==> config.mk <==
export PLATFORM = sky130hd
export DESIGN_NAME = rr_arbiter_4_amisha
export DESIGN_NICKNAME = d
export VERILOG_FILES = /design/src/rtl/rr_arbiter_4_amisha_pkg.sv /design/src/rtl/rr_arbiter_4_amisha_decoder.sv /design/src/rtl/rr_arbiter_4_amisha.sv
export SDC_FILE = /design/constraint.sdc
export NUM_CORES = 1
export LEC_CHECK = 0
export ABC_AREA = 1
export CORE_ASPECT_RATIO = 1.4
export CORE_MARGIN = 5
export CORE_UTILIZATION = 46
export CTS_BUF_LIST = sky130_fd_sc_hd__clkbuf_8
export CTS_CLUSTER_SIZE = 24
export DETAILED_ROUTE_END_ITERATION = 12
export PLACE_DENSITY = 0.71
export RECOVER_POWER = 100
export REMOVE_ABC_BUFFERS = 1
export SKIP_LAST_GASP = 1
export SLEW_MARGIN = 20
export SYNTH_ARGS = -nofsm -noshare
export SYNTH_HDL_FRONTEND = slang
export SYNTH_SLANG_ARGS = --single-unit
==> constraint.sdc <==
create_clock -name clk_amisha -period 3.5 [get_ports clk_amisha]
set_input_delay 0.875 -clock clk_amisha [delete_from_list [all_inputs] [get_ports clk_amisha]]
set_output_delay 0.875 -clock clk_amisha [all_outputs]
set_load 0.01 [all_outputs]
==> src/rtl/rr_arbiter_4_amisha_pkg.sv <==
// Shared types and widths for the four-requester round-robin arbiter.
// Imported by the arbiter top and its grant decoder.
package rr_arbiter_pkg_amisha;

    localparam int N_REQ = 4;
    localparam int IDX_W = 2;
    localparam int CNT_W = 8;

    typedef enum logic {
        IDLE  = 1'b0,
        GRANT = 1'b1
    } state_e;

endpackage

==> src/rtl/rr_arbiter_4_amisha_decoder.sv <==
// 2-to-4 enable decoder: turns the registered grant index/valid pair into a one-hot grant.
// Purely combinational, so the one-hot grant has no path from req or done.
module decoder_2_4_case_Amisha
    import rr_arbiter_pkg_amisha::*;
(
    input  logic [IDX_W-1:0] a_amisha,
    input  logic             en_amisha,
    output logic [N_REQ-1:0] y_amisha
);

    always_comb begin
        y_amisha = '0;
        if (en_amisha) begin
            case (a_amisha)
                2'd0:    y_amisha = 4'b0001;
                2'd1:    y_amisha = 4'b0010;
                2'd2:    y_amisha = 4'b0100;
                2'd3:    y_amisha = 4'b1000;
                default: y_amisha = '0;
            endcase
        end
    end

endmodule

==> src/rtl/rr_arbiter_4_amisha.sv <==
// Four-requester round-robin arbiter with owner release and a hold timeout.
// Grant index/valid are registered; the one-hot grant is decoded from them.
module rr_arbiter_4_amisha
    import rr_arbiter_pkg_amisha::*;
#(
    parameter int MAX_HOLD = 16
) (
    input  logic             clk_amisha,
    input  logic             rst_n_amisha,
    input  logic [N_REQ-1:0] req_amisha,
    input  logic [N_REQ-1:0] done_amisha,
    output logic [N_REQ-1:0] gnt_amisha,
    output logic [IDX_W-1:0] gnt_idx_amisha,
    output logic             gnt_vld_amisha,
    output logic             timeout_amisha
);

    localparam logic [CNT_W-1:0] HOLD_LAST = CNT_W'(MAX_HOLD - 1);

    state_e           state_q,   state_d;
    logic [IDX_W-1:0] gnt_idx_q, gnt_idx_d;
    logic             gnt_vld_q, gnt_vld_d;
    logic             timeout_q, timeout_d;
    logic [IDX_W-1:0] ptr_q,     ptr_d;
    logic [CNT_W-1:0] cnt_q,     cnt_d;

    logic [IDX_W-1:0] winner;
    logic             owner_release;

    // Scan ptr+1 .. ptr+4 (mod 4); the 2-bit add wraps, so ptr+4 is ptr itself.
    function automatic logic [IDX_W-1:0] rr_pick(
        input logic [N_REQ-1:0] req,
        input logic [IDX_W-1:0] ptr
    );
        logic [IDX_W-1:0] cand;
        logic [IDX_W-1:0] win;
        logic             found;
        win   = ptr;
        found = 1'b0;
        for (int i = 1; i <= N_REQ; i++) begin
            cand = ptr + IDX_W'(i);
            if (!found && req[cand]) begin
                win   = cand;
                found = 1'b1;
            end
        end
        return win;
    endfunction

    assign winner        = rr_pick(req_amisha, ptr_q);
    assign owner_release = done_amisha[gnt_idx_q] || !req_amisha[gnt_idx_q];

    always_comb begin
        state_d   = state_q;
        gnt_idx_d = gnt_idx_q;
        gnt_vld_d = gnt_vld_q;
        timeout_d = 1'b0;
        ptr_d     = ptr_q;
        cnt_d     = cnt_q;
        case (state_q)
            IDLE: begin
                if (|req_amisha) begin
                    gnt_idx_d = winner;
                    gnt_vld_d = 1'b1;
                    ptr_d     = winner;
                    cnt_d     = '0;
                    state_d   = GRANT;
                end
            end
            GRANT: begin
                // Owner release wins over a timeout landing on the same cycle.
                if (owner_release) begin
                    gnt_vld_d = 1'b0;
                    state_d   = IDLE;
                end else if (cnt_q == HOLD_LAST) begin
                    gnt_vld_d = 1'b0;
                    timeout_d = 1'b1;
                    state_d   = IDLE;
                end else begin
                    cnt_d = cnt_q + 1'b1;
                end
            end
            default: begin
                gnt_vld_d = 1'b0;
                state_d   = IDLE;
            end
        endcase
    end

    always_ff @(posedge clk_amisha) begin
        if (!rst_n_amisha) begin
            state_q   <= IDLE;
            gnt_idx_q <= '0;
            gnt_vld_q <= 1'b0;
            timeout_q <= 1'b0;
            ptr_q     <= 2'd3;
            cnt_q     <= '0;
        end else begin
            state_q   <= state_d;
            gnt_idx_q <= gnt_idx_d;
            gnt_vld_q <= gnt_vld_d;
            timeout_q <= timeout_d;
            ptr_q     <= ptr_d;
            cnt_q     <= cnt_d;
        end
    end

    assign gnt_idx_amisha = gnt_idx_q;
    assign gnt_vld_amisha = gnt_vld_q;
    assign timeout_amisha = timeout_q;

    decoder_2_4_case_Amisha u_dec (
        .a_amisha  (gnt_idx_q),
        .en_amisha (gnt_vld_q),
        .y_amisha  (gnt_amisha)
    );

endmodule
==> flow_metrics.py <==
metrics = {
    "critical_path": {
        "ff2ff_path_depth": 8,
        "worst-setup-path-type": "in2reg",
        "crit_slowest_cell": "dlygate4sd3_1",
        "cpPeakStageDelay_ns": 0.60,
        "required_ns": 3.68,
        "critPathCaptureType": "flip-flop",
        "cp_max_fo": 11,
        "crit_arrival_ns": 2.73,
        "start_kind": "input pin",
        "path_cells": "dlygate4sd3_1 -> inv_1 -> o2111ai_1 -> nand3_1 -> nand2_1 -> nand2_1 -> a21oi_1",
        "cpMostUsedCell": "nand2_1",
    },
    "synth": {
        "synth-async-reset-ratio": 0,
        "synth_top_family_by_area": "simple AND/OR/NAND/NOR gates",
        "synth_area_leaders": "dfxtp_1, nand2_1, nand3_1",
        "synthMuxAreaShare": 0,
        "synth_top_area_cell": "dfxtp_1",
        "yosys.area_share.simple": 0.406,
        "yosysMostFrequentCell": "nand2_1",
        "synth_edf_count": 0,
        "synth_cell_types": 27,
        "synth_top_area_share": 0.292,
        "synth_compound_area_frac": 0.133,
        "synth_fa_ha_area_frac": 0.0122,
        "synthesis.instances": 159,
        "ys_warn_count": 0,
        "synth-main-ff-cell": "dfxtp_1",
        "yosys-top-cells-count": "nand2_1, nand3_1, dfxtp_1",
        "yosysSeqAreaShare": 0.292,
        "ys_ff_latch": 15,
        "synth_area_mm2": 0.00103,
        "avgSynthCellArea_um2": 6.47,
        "synth-xor-area-share": 0.0511,
    },
    "route": {
        "firstDrtPassIters": 4,
        "vias": 1049,
        "drt-vias-per-instance": 5.35,
        "wl_um": 2380,
        "drc": 0,
        "drtIter0Drc": 21,
        "ant_nets": 0,
        "wl_per_cell_um": 12.1,
    },
    "final_layout": {
        "n_antenna_cell": 0,
        "area_growth_pct": 17.5,
        "nFillCells": 228,
        "nets": 186,
        "drive_gt1_frac": 0.0805,
        "post-route-util": 0.562,
    },
    "min_path": {
        "min_path_cells": 1,
        "hp-class": "reg2reg",
    },
    "clock_network": {
        "cts_resized": 0,
        "clockBufferDepth": 2,
        "cts_tree": "built",
        "htreeDepth": 1,
        "clock_latency_ns": 0.25,
        "post_cts_buffers": 0,
        "cts_buffers": 3,
        "root_buffer": "clkbuf_8",
        "cts_sinks": 15,
        "path_clk_slew_ns": 0.06,
        "cts_hold_buf": 0,
    },
    "run": {
        "drv_cap": 0,
    },
    "timing": {
        "max-slew-margin-rel": 0.702,
        "final.period_utilization": 0.727,
        "finalCriticalPeriod_ns": 2.54,
        "tns_ns": 0,
        "setup_violations": 0,
        "tightest_slew_ns": 0.446,
        "finalMaxSlewViolations": 0,
        "finClkSkew_ns": 0.00220,
        "rsz0062_at_grt": "false",
        "fmax_mhz": 393,
        "hold_viol": 0,
    },
    "global_route": {
        "grt_pass1_vias": 1008,
        "grt_first_pass_wirelength_um": 4020,
        "grt_max_degree": 14,
        "grt_antenna_before_repair": 0,
        "overflow": 0,
        "grt_use_total": 0.154,
    },
    "placement": {
        "io_buffers": 17,
        "globalplace.congestion": 0.886,
        "hpwlAfterDp_um": 1830,
    },
    "die": {
        "rows": 20,
        "dieWidth_um": 50.0,
        "core_area_mm2": 0.00215,
        "ios": 18,
        "start_util": 0.478,
        "dieArea_mm2": 0.00329,
        "fp.dieH_um": 65.9,
    },
    "power": {
        "cellLeakagePower_nw": 0.518,
        "vdd_drop_max_mv": 0.308,
        "powerDensity_mw_per_mm2": 650,
    },
    "run_status": {
        "status": "finished clean",
    },
}
state kept, by name, summed over array words and instances (netlist names):
register,count
cnt_q,8
gnt_idx_amisha,2
gnt_vld_amisha,1
ptr_q,2
state_q,1
timeout_amisha,1
cells by family (layout without fill, tap and decap cells):
logic type      after synthesis  after routing
fa+ha+maj                     1              1
compound gates               21             21
flops                        15             15
xor+xnor                      6              6
simple gates                 95             95
buf+inv                      21             36
worst max-delay path, delay by kind of cell:
family / cells / cell delay [ns]
simple gates: 3 / 0.80
compound gates: 2 / 0.40
buf+inv: 2 / 0.66
stage by stage:
step / total power [mW] / std cells / instance area (um^2) / hold WS (ns) / setup slack [ns]
after floorplan: 0.547 / 153 / 983 / 0.440 / 1.77
after global placement: 0.658 / 192 / 1180 / 0.466 / 1.09
after detailed placement: 0.668 / 192 / 1180 / 0.465 / 1.03
after CTS: 0.815 / 196 / 1230 / 0.488 / 1.04
after global routing: 0.852 / 196 / 1210 / 0.519 / 0.741
final: 0.785 / 196 / 1210 / 0.479 / 0.957
worst paths after layout:
kind	start	endpoint	slack (ns)
worst max register to register	cnt_q[0]	cnt_q[3]	1.60
worst min-delay path	state_q	gnt_vld_amisha	0.48
worst max-delay path	req_amisha[3]	cnt_q[4]	0.96
worst min register to register	state_q	gnt_vld_amisha	0.48
placed cells by master, fill, tap and decap left out, drive strengths merged:
cell	count
nand2	52
nand3	19
a21oi	16
dfxtp	15
inv	15
nor2	14
dlygate4sd3	9
clkdlybuf4s50	8
nor3	5
xor2	4
nand4	3
clkbuf	3
xnor2	2
o21ai	2
o2111ai	1
nor4	1
o211ai	1
a211oi	1
nor3b	1
ha	1
clkinv	1
where the power goes:
part | switching, mW | total [mW] | internal, mW
logic | 0.238 | 0.384 | 0.146
clock network | 0.0633 | 0.142 | 0.0790
registers | 0.0597 | 0.259 | 0.200
layer usage:
metal	track usage	vias up	routed length [um]
li1	-	549	-
met1	0.153	484	946
met2	0.296	12	1330
met3	0.0203	4	60
met4	0.0885	0	44
met5	0	-	0
cell type report:
type                            instances  area (um^2)  area share
Clock buffer                            3         41.3      0.0342
Clock inverter                          1         5.00     0.00414
Inverter                               15         63.8      0.0528
Multi-Input combinational cell        123          601       0.497
Sequential cell                        15          300       0.248
Tap cell                               22         27.5      0.0228
Timing Repair Buffer                   17          170       0.141
No activity file was read; power rests on OpenSTA's default activity.
==> RTL edit 1 (config.mk and constraints unchanged) <==
Put one more register stage on the output `timeout_amisha`. The value now appears one clock later. The other outputs are not delayed to match.
--- a/src/rtl/rr_arbiter_4_amisha.sv
+++ b/src/rtl/rr_arbiter_4_amisha.sv
@@ -109,3 +109,5 @@
     assign gnt_vld_amisha = gnt_vld_q;
-    assign timeout_amisha = timeout_q;
+    always_ff @(posedge clk_amisha) begin
+        timeout_amisha <= timeout_q;
+    end
 
Function: no difference found for any inputs over 10 cycles, from zero or initial values and one cycle with rst_n_amisha low; that may be too few to reach the edited logic, so the function may still have changed.
==> RTL edit 1 against the unedited design <==
Non-clock buffer count unchanged; final area increased by 2.3%; sequential cell count increased by 1; critical endpoint is now gnt_amisha[1]; via count increased by 4.1%; maximum frequency increased by 0.28%; wire length increased by 2.6%; worst setup slack improved by 7.0 ps; largest cell class unchanged; area after synthesis unchanged; worst hold slack got worse by 150 ps; power increased by 2.6%.
==> RTL edit 1: results (changes against the unedited design) <==
H-tree depth 1 (unchanged); yosys warns 0 (unchanged); syn_area_per_cell 6.43 sq um (was 6.47 sq um); fin cells 198 (was 196); outcome finished, final reports clean (unchanged); Max IR drop VDD 0.000339 V (was 0.000308 V); Detail Placement HPWL 1860 um (was 1830 um); crit path DAT 1660 ps (was 2730 ps); vias 1092 (was 1049); Hold Path Class reg -> reg (unchanged); initial antenna violation count 0 (unchanged); Clk Latency, worst-skew pair 250 ps (about the same); Diodes inserted 0 (unchanged); Largest Register cnt_q (unchanged); CTS root buffer clkbuf_8 (unchanged); Setup Buffers After CTS 0 (unchanged); Seq pwr share 33.1% (was 33.0%); vias in the first global route 1014 (was 1008); clk slew on worst S/H paths 60 ps (about the same); DR pass1 iterations 4 (unchanged); max reg flops 8 (unchanged); most frequent cells after synthesis nand2_1, nand3_1, a21oi_1, dfxtp_1, nor2_1 (was nand2_1, nand3_1, dfxtp_1); Async S/R FF share, synth 0% (unchanged); Routed WL per cell 12.3 um (was 12.1 um); global-route wire length before repair 4150 um (was 4020 um); Static Leakage 0.538 nW (was 0.518 nW); Seq/Total Area, Yosys 31.1% (was 29.2%); xor and xnor fraction of the mapped netlist area 5.11% (unchanged); Placed Cells 194 (was 192); GRT Util Overall 16.1% (was 15.4%); Synth Area in Adders 1.22% (unchanged); slowest CP cell dlygate4sd3_1 (unchanged); Clock Skews 4.00 ps (was 2.20 ps); clock buffer depth 2 (unchanged); multiplexer area fraction after synthesis 0% (unchanged); First DRT Iteration DRCs 36 (was 21); Port Buf Inserts 17 (unchanged); layout cells sized above 1 6.82% (was 8.05%); gpl congestion 0.846 (was 0.886); largest net degree at the start of global routing 14 (unchanged); Compound-Gate Fraction of Synth Area 11.1% (was 13.3%); Max stage delay on crit path 630 ps (was 600 ps); area leader, netlist dfxtp_1 (unchanged); Area contributors post-synth dfxtp_1, nand2_1, nand3_1 (unchanged); Num CTS Buffers 3 (unchanged); Distinct cells, synth 28 (was 27); worst-path fanout max 10 (was 11); Top delay family on crit path buffers and inverters (was simple AND/OR/NAND/NOR gates); Least-Margin Pin Slew 404 ps (was 446 ps); Resized cells post-CTS 0 (unchanged); Internal 452 uW (was 425 uW)
==> RTL edit 1: power groups by stage <==
stage	Clock (mW)	Sequential (mW)	Combinational, mW
floorplan	0	0.265	0.277
global placement	0	0.269	0.381
detailed placement	0	0.270	0.392
CTS	0.166	0.266	0.393
global route	0.175	0.272	0.429
finish	0.161	0.267	0.378
==> RTL edit 1: final cells by class <==
type | count | area, sq um
Tap cell | 22 | 27.5
Fill cell | 207 | 916
Timing Repair Buffer | 17 | 170
Sequential cell | 16 | 320
Clock buffer | 4 | 55.1
Inverter | 13 | 51.3
Multi-Input combinational cell | 126 | 612
==> RTL edit 1: per-stage QoR <==
step | cell area (sq um) | hold WS (ps) | worst slack, ps
2_1_floorplan | 991 | 310 | 1730
3_3_place_gp | 1190 | 317 | 1090
3_5_place_dp | 1190 | 319 | 1060
5_1_grt | 1240 | 345 | 794
6_report | 1240 | 328 | 964
4_1_cts | 1240 | 333 | 992
==> RTL edit 1: kinds of logic after synthesis <==
family / count (synthesis)
adders and majority gates: 1
buffers and inverters: 18
xor gates and xnor gates: 6
AOI/OAI and AO/OA: 20
DFF: 16
and+or+nand+nor: 99
==> RTL edit 1: per-layer routing <==
layer | global-route usage, % | vias up | wire (um)
met5 | 0 | - | 0
met4 | 9.84 | 0 | 91
met3 | 4.74 | 11 | 125
met2 | 28.8 | 30 | 1260
met1 | 15.9 | 493 | 967
li1 | - | 558 | -
==> RTL edit 1: path summary, 6_finish.rpt <==
path              cells past startpoint             end  slack (ps)         startpoint
setup / recovery                      3   gnt_amisha[1]         960  gnt_idx_amisha[0]
hold / removal                        0  timeout_amisha         330          timeout_q
setup reg to reg                      7        cnt_q[6]        1550           cnt_q[0]
hold reg to reg                       0  timeout_amisha         330          timeout_q
==> RTL edit 2 (same settings) <==
Without the edit above. Change the package constant `N_REQ` from 4 to 8.
--- a/src/rtl/rr_arbiter_4_amisha_pkg.sv
+++ b/src/rtl/rr_arbiter_4_amisha_pkg.sv
@@ -4,3 +4,3 @@
 
-    localparam int N_REQ = 4;
+    localparam int N_REQ = 8;
     localparam int IDX_W = 2;
Interface: changed (resized done_amisha, gnt_amisha and req_amisha); port bits go from 18 to 30. The function was not compared with the original's and may differ.
==> RTL edit 2 against the unedited design <==
Worst hold slack improved by 2.5 ps; largest power group unchanged; via count rose by 14%; critical path type unchanged; register-to-register slack got worse by 80 ps; synthesized cell count rose by 17%; area after synthesis rose by 21%; final area rose by 18%; worst setup slack got worse by 270 ps; power rose by 20%; wire length rose by 19%; largest cell class unchanged; sequential cell count did not move.
==> RTL edit 2: results (changes against the unedited design) <==
Max stage delay on crit path 730 ps (was 600 ps); Area contributors post-synth dfxtp_1, nand2_1, nand3_1 (unchanged); total gr overflow 0 (unchanged); Detail Placement HPWL 2290 um (was 1830 um); Worst slew margin 38.3% (was 70.2%); Buffers, non-clock 21 (was 17); clock buffer depth 2 (unchanged); Clock Skews 4.04 ps (was 2.20 ps); worst-path fanout max 13 (was 11); Placed Cells 234 (was 192); yosys warns 0 (unchanged); largest net degree at the start of global routing 14 (unchanged); gpl congestion 0.834 (was 0.886); Synth Cell Area 1240 sq um (was 1030 sq um); GRT Util Overall 17.0% (was 15.4%); Port Buf Inserts 21 (was 17); Max IR drop VDD 0.000346 V (was 0.000308 V); outcome finished, final reports clean (unchanged); Final nets 222 (was 186); crit path DAT 2940 ps (was 2730 ps); footprint of the multi-input gates 751 sq um (was 601 sq um); vias per cell 5.01 (was 5.35); Diodes inserted 0 (unchanged); Largest Register cnt_q (unchanged); Async S/R FF share, synth 0% (unchanged); sw power 463 uW (was 361 uW); Clk Latency, worst-skew pair 260 ps; clk slew on worst S/H paths 60 ps (about the same); Inverters 19 (was 15); most frequent cells after synthesis nand2_1, nor2_1, nand3_1 (was nand2_1, nand3_1, dfxtp_1); max reg flops 8 (unchanged); Seq Cell Count 15 (unchanged); Static Leakage 0.639 nW (was 0.518 nW); clock-cell share of area 3.24% (was 3.83%); slowest CP cell o21ai_1 (was dlygate4sd3_1); Routed WL 2830 um (was 2380 um); fin cells 238 (was 196); Seq/Total Area, Yosys 24.2% (was 29.2%); area delta synth->final 15.2% (was 17.5%); placed cell area 1400 sq um (was 1180 sq um); Distinct cells, synth 31 (was 27); Multi-In Gates 143 (was 123); Reg area 300 sq um (unchanged); First DRT Iteration DRCs 27 (was 21); global-route wire length before repair 5000 um (was 4020 um); Num CTS Buffers 3 (unchanged); CTS root buffer clkbuf_8 (unchanged); layout cells sized above 1 15.8% (was 8.05%); # fillers 266 (was 228); post-synthesis cell count 186 (was 159); Setup Buffers After CTS 0 (unchanged); vias in the first global route 1190 (was 1008); NonClk Buf Share 14.7% (was 14.1%)
[RTL edit 2: critical path, delay by kind of cell]
family                 cells  cell delay [ps]
buffers and inverters      3              960
AND/OR/NAND/NOR            2              290
AO/OA/AOI/OAI              2              810
[RTL edit 2: stage by stage]
stage | util (%) | setup WS, ps
after floorplan | - | 1650
after global placement | 53.4 | 842
after detailed placement | 53.4 | 841
after CTS | 55.2 | 991
after global routing | 54.6 | 486
final | 54.6 | 689
[RTL edit 2: power by group through the flow]
stage                     clock network [mW]  logic, mW  registers (mW)
after floorplan                            0      0.406           0.268
after global placement                     0      0.529           0.275
after detailed placement                   0      0.547           0.278
after CTS                              0.146      0.549           0.274
after global routing                   0.155      0.595           0.281
final                                  0.144      0.522           0.272
[RTL edit 2: final timing paths]
check                         start                 to  slack (ps)  depth (start not counted)
hold / removal              state_q     gnt_vld_amisha         480                          1
setup / recovery      req_amisha[0]  gnt_idx_amisha[1]         690                          7
setup reg to reg  gnt_idx_amisha[0]           cnt_q[2]        1520                          8
hold reg to reg             state_q     gnt_vld_amisha         480                          1
[RTL edit 2: routing by layer]
| layer | up-vias | part of all wire, % | global-route usage (%) |
|---|---|---|---|
| met5 | - | 0 | 0 |
| met4 | 0 | 2.8 | 8.52 |
| met3 | 7 | 3.1 | 2.29 |
| met2 | 24 | 58 | 31.5 |
| met1 | 550 | 36 | 17.4 |
| li1 | 612 | - | - |
[RTL edit 2: cells by family (layout without fill, tap and decap cells)]
logic type,Yosys count,count (layout),synth area share [%]
xor gates and xnor gates,5,5,3.53
buffers and inverters,31,44,14.9
and+or+nand+nor,115,115,46.5
adders and majority gates,1,1,1.01
AOI/OAI and AO/OA,18,18,9.49
other,1,4,0.302
DFF,15,15,24.2
